[config.mk]
export PLATFORM = sky130hd
export DESIGN_NAME = alu_share_arbiter
export DESIGN_NICKNAME = d
export VERILOG_FILES = /design/src/rtl/alu_share_arbiter.sv
export SDC_FILE = /design/constraint.sdc
export NUM_CORES = 1
export LEC_CHECK = 0
export CORE_ASPECT_RATIO = 1.2
export CORE_MARGIN = 5
export CORE_UTILIZATION = 35
export DETAILED_ROUTE_END_ITERATION = 16
export PLACE_DENSITY = 0.82
export SLEW_MARGIN = 20
export SYNTH_ARGS = -nofsm -noshare
export SYNTH_HDL_FRONTEND = slang
export SYNTH_SLANG_ARGS = --single-unit
[constraint.sdc]
create_clock -name clk -period 4.6 [get_ports clk]
set_input_delay 0.92 -clock clk [delete_from_list [all_inputs] [get_ports clk]]
set_output_delay 0.92 -clock clk [all_outputs]
set_load 0.01 [all_outputs]
[src/rtl/alu_share_arbiter.sv]
`default_nettype none
// ============================================================================
// Module      : alu_share_arbiter
// Description : Two-requester arbiter that shares one combinational ALU via
//               an IDLE/EXEC/RESP handshake. Optional macro ALU_ARB_RR_EN
//               enables round-robin contention resolution (default: req 0 wins).
// Revision    : 1.0 - initial release
// ============================================================================
module alu_share_arbiter #(
  parameter int WIDTH = 32
) (
  input  logic             clk,
  input  logic             rst_n,
  input  logic [1:0]       req_valid,
  output logic [1:0]       req_ready,
  input  logic [2:0]       req0_ctl,
  input  logic [2:0]       req1_ctl,
  input  logic [WIDTH-1:0] req0_a,
  input  logic [WIDTH-1:0] req0_b,
  input  logic [WIDTH-1:0] req1_a,
  input  logic [WIDTH-1:0] req1_b,
  output logic [2:0]       alu_ctl,
  output logic [WIDTH-1:0] alu_a,
  output logic [WIDTH-1:0] alu_b,
  input  logic [WIDTH-1:0] alu_y,
  input  logic             alu_zero,
  output logic [1:0]       rsp_valid,
  input  logic [1:0]       rsp_ready,
  output logic [WIDTH-1:0] rsp_data,
  output logic             rsp_zero,
  output logic             busy
);

  localparam logic [1:0] c_idle = 2'd0;
  localparam logic [1:0] c_exec = 2'd1;
  localparam logic [1:0] c_resp = 2'd2;
  localparam logic [2:0] c_ctl_rst = 3'b010;

  logic [1:0]       r_state;
  logic             r_winner;
  logic [2:0]       r_alu_ctl;
  logic [WIDTH-1:0] r_alu_a;
  logic [WIDTH-1:0] r_alu_b;
  logic [1:0]       r_rsp_valid;
  logic [WIDTH-1:0] r_rsp_data;
  logic             r_rsp_zero;

  logic w_ptr;
  logic w_grant;
  logic w_accept;
  logic w_rsp_done;

`ifdef ALU_ARB_RR_EN
  logic r_ptr;

  // After each served response, the requester that was not served gets priority.
  always_ff @(posedge clk or negedge rst_n) begin
    if (!rst_n) begin
      r_ptr <= 1'b0;
    end else if (w_rsp_done) begin
      r_ptr <= ~r_winner;
    end
  end

  assign w_ptr = r_ptr;
`else
  assign w_ptr = 1'b0;
`endif

  always_comb begin
    w_grant = 1'b0;
    case (req_valid)
      2'b10:   w_grant = 1'b1;
      2'b11:   w_grant = w_ptr;
      default: w_grant = 1'b0;
    endcase
  end

  assign w_accept   = (r_state == c_idle) && (req_valid != 2'b00);
  assign w_rsp_done = (r_state == c_resp) && rsp_ready[r_winner];
  assign req_ready  = w_accept ? (w_grant ? 2'b10 : 2'b01) : 2'b00;

  always_ff @(posedge clk or negedge rst_n) begin
    if (!rst_n) begin
      r_state     <= c_idle;
      r_winner    <= 1'b0;
      r_alu_ctl   <= c_ctl_rst;
      r_alu_a     <= '0;
      r_alu_b     <= '0;
      r_rsp_valid <= 2'b00;
      r_rsp_data  <= '0;
      r_rsp_zero  <= 1'b0;
    end else begin
      case (r_state)
        c_idle: begin
          if (w_accept) begin
            r_state   <= c_exec;
            r_winner  <= w_grant;
            r_alu_ctl <= w_grant ? req1_ctl : req0_ctl;
            r_alu_a   <= w_grant ? req1_a   : req0_a;
            r_alu_b   <= w_grant ? req1_b   : req0_b;
          end
        end
        c_exec: begin
          r_rsp_data  <= alu_y;
          r_rsp_zero  <= alu_zero;
          r_rsp_valid <= r_winner ? 2'b10 : 2'b01;
          r_state     <= c_resp;
        end
        c_resp: begin
          if (w_rsp_done) begin
            r_rsp_valid <= 2'b00;
            r_state     <= c_idle;
          end
        end
        default: r_state <= c_idle;
      endcase
    end
  end

  assign alu_ctl   = r_alu_ctl;
  assign alu_a     = r_alu_a;
  assign alu_b     = r_alu_b;
  assign rsp_valid = r_rsp_valid;
  assign rsp_data  = r_rsp_data;
  assign rsp_zero  = r_rsp_zero;
  assign busy      = (r_state != c_idle);

endmodule
`default_nettype wire
==> impl_metrics.toml <==
[grt]
grt_antenna_before_repair = 0
grt_pass1_wl_um = 23200
grt_max_degree = 74
grt_pass1_vias = 4459
grt_use_total_pct = 19.5
overflow = 0

[critical_path]
crit_fanout = 3
ff2ff_setup_slack_ns = 2.55
crit_start = "req_valid[0]"
worstPathRequired_ns = 3.68
reg2reg_from = "r_state[0]"
critPathKind = "in2out"
r2r-end = "alu_a[13]"
crit_arrival_ns = 2.32
critPathCaptureType = "primary output"
reg2reg_depth = 5
start_kind = "input port"

[final_layout]
layout_commonest_cell = "clkdlybuf4s50_1"
area_growth_pct = 72.9
final_cell_mix = "276 x clkdlybuf4s50_1, 104 x dfrtp_1, 101 x nand2_1"
fin_util_pct = 62.1
drive_gt1_share_pct = 4.55
fin_nets = 827
n_antenna_cell = 0
fillCellCount = 975

[timing]
setup_viol = 0
relSlewSlack_pct = 39.8
worst_pin_slew_ns = 0.903
layout_min_cycle_time_ns = 3.24
rsz0062_at_grt = "false"
finalHoldViolations = 0
slew_violations = 0
max_freq_mhz = 309
fin_setup_tns_ns = 0
fin_crit_sh_pct = 70.4
finClkSkew_ns = 0.0146

[detailed_routing]
vias_per_cell = 5.03
ant_nets = 0
routed_wl_um = 14600
num_vias = 4121
drc_errors = 0
first_iter_violations = 228
wl_per_cell_um = 17.8
dr.pass1.iters = 4

[clocking]
path_clk_slew_ns = 0.08
h-tree-depth = 3
cts_inserted_buffers = 9
clock_path_buffers = 2
cts.sinks = 105
cts_tree = "built"
postCtsHoldBufs = 0
root_buffer = "clkbuf_16"
cts_resized = 0
clk_latency_ns = 0.35
cts_setup_buffers = 0

[worst_hold_path]
min_path_type = "reg2reg"
whs_endpoint = "rsp_data[19]"
hp-start = "rsp_data[19]"
worstHoldPathCells = 2

[placed_design]
gp_congestion = 0.797
hpwl_um = 11000
port_buffers = 277

[yosys]
synth_cell_types = 24
syn_area_per_cell_um2 = 11.2
ys_async_sr_fraction_pct = 100
syn-cell-area_mm2 = 0.00437
seq_area_frac_synth_pct = 60.1
synth_cells = 390
synth_edf_count = 0
synth_nets = 563
synth_area_leader_cell = "dfrtp_1"
dominantRegCellSynth = "dfrtp_1"
synthTopCellsByArea = "dfrtp_1 60%, a221o_1 15%, nand2_1 8.7%"
ys_ff_latch = 105
yosys_warnings = 0
synth_top_area_share_pct = 59.5

[floorplanning]
core_area_mm2 = 0.0122
die_w_um = 112
dieArea_mm2 = 0.0148
start_util_pct = 35.9
rows = 44
die_y_um = 132
ioPinCount = 278

[power_and_ir_drop]
p_sw_share_pct = 34.8
p_switching_uw = 1640
power.leakage_uw = 0.00328
seq_power_share_pct = 35.7
p_int_uw = 3080
cellPowerDensity_mw_per_mm2 = 625
clkPwrFrac_pct = 15.6
power_frac_comb_pct = 48.7
max-vdd-ir-drop_uv = 513

[outcome]
status = "finished, final reports clean"

[run]
cap_violations = 0
[sequential cells by signal, indices dropped and copies added, names as in the netlist]
name / flops
alu_a: 32
alu_b: 32
alu_ctl: 3
r_state: 2
r_winner: 1
rsp_data: 32
rsp_valid: 2
rsp_zero: 1
[critical path, cell delays in order]
cell and delay [ns]:
clkdlybuf4s50_1 0.60, nor3b_4 0.24, clkdlybuf4s50_1 0.56
[power by group through the flow]
stage	Clock (uW)	Combinational [uW]	Sequential, uW
final	738	2300	1680
after global routing	811	2490	1740
after global placement	0	2260	1670
after detailed placement	0	2340	1680
after floorplan	0	838	1840
after CTS	757	2340	1690
[cell usage after synthesis, drive strengths merged, types with 2 or more instances]
| cell type | count |
|---|---|
| dfrtp | 104 |
| nand2 | 101 |
| a221o | 67 |
| and2 | 67 |
| clkbuf | 16 |
| buf | 13 |
| a21oi | 4 |
| inv | 3 |
| nor2b | 3 |
| nor2 | 2 |
| nor3b | 2 |
| o21ai | 2 |
[worst max-delay path by stage]
stage,end,depth (start not counted)
after floorplan,req_ready[0],2
after global placement,req_ready[0],3
after detailed placement,req_ready[0],3
after CTS,req_ready[0],3
after global routing,req_ready[0],3
final,req_ready[0],3
[kinds of logic (layout without fill, tap and decap cells)]
| family | count (synthesis) | count (layout) | synth area share, % |
|---|---|---|---|
| buffers and inverters | 32 | 301 | 3.46 |
| AO/OA/AOI/OAI | 76 | 76 | 16.6 |
| flip-flops | 105 | 105 | 60.1 |
| AND/OR/NAND/NOR | 177 | 177 | 19.8 |
[stage by stage]
stage | cell area (um^2) | std cells | hold slack [ns] | setup slack (ns) | power (uW)
after floorplan | 4370 | 390 | 0.514 | 2.23 | 2680
after global placement | 7270 | 804 | 0.458 | 1.35 | 3930
after detailed placement | 7270 | 804 | 0.462 | 1.35 | 4020
after CTS | 7560 | 820 | 0.479 | 1.34 | 4780
after global routing | 7560 | 820 | 0.496 | 1.30 | 5040
final | 7560 | 820 | 0.476 | 1.36 | 4720
[routing by layer]
| metal | wire [um] | GRT usage [%] | vias up |
|---|---|---|---|
| li1 | - | - | 1902 |
| met1 | 5640 | 22.2 | 1964 |
| met2 | 7150 | 33.2 | 220 |
| met3 | 1280 | 7.22 | 35 |
| met4 | 529 | 7.88 | 0 |
| met5 | 0 | 0 | - |
[final cells by class]
class / instances / area (um^2) / area share, %
Clock buffer: 10 / 239 / 3.16
Clock inverter: 6 / 50.0 / 0.662
Tap cell: 161 / 201 / 2.67
Sequential cell: 105 / 2630 / 34.8
Multi-Input combinational cell: 253 / 1620 / 21.4
Timing Repair Buffer: 282 / 2810 / 37.1
Inverter: 3 / 11.3 / 0.149
No activity file was read; power rests on OpenSTA's default activity.
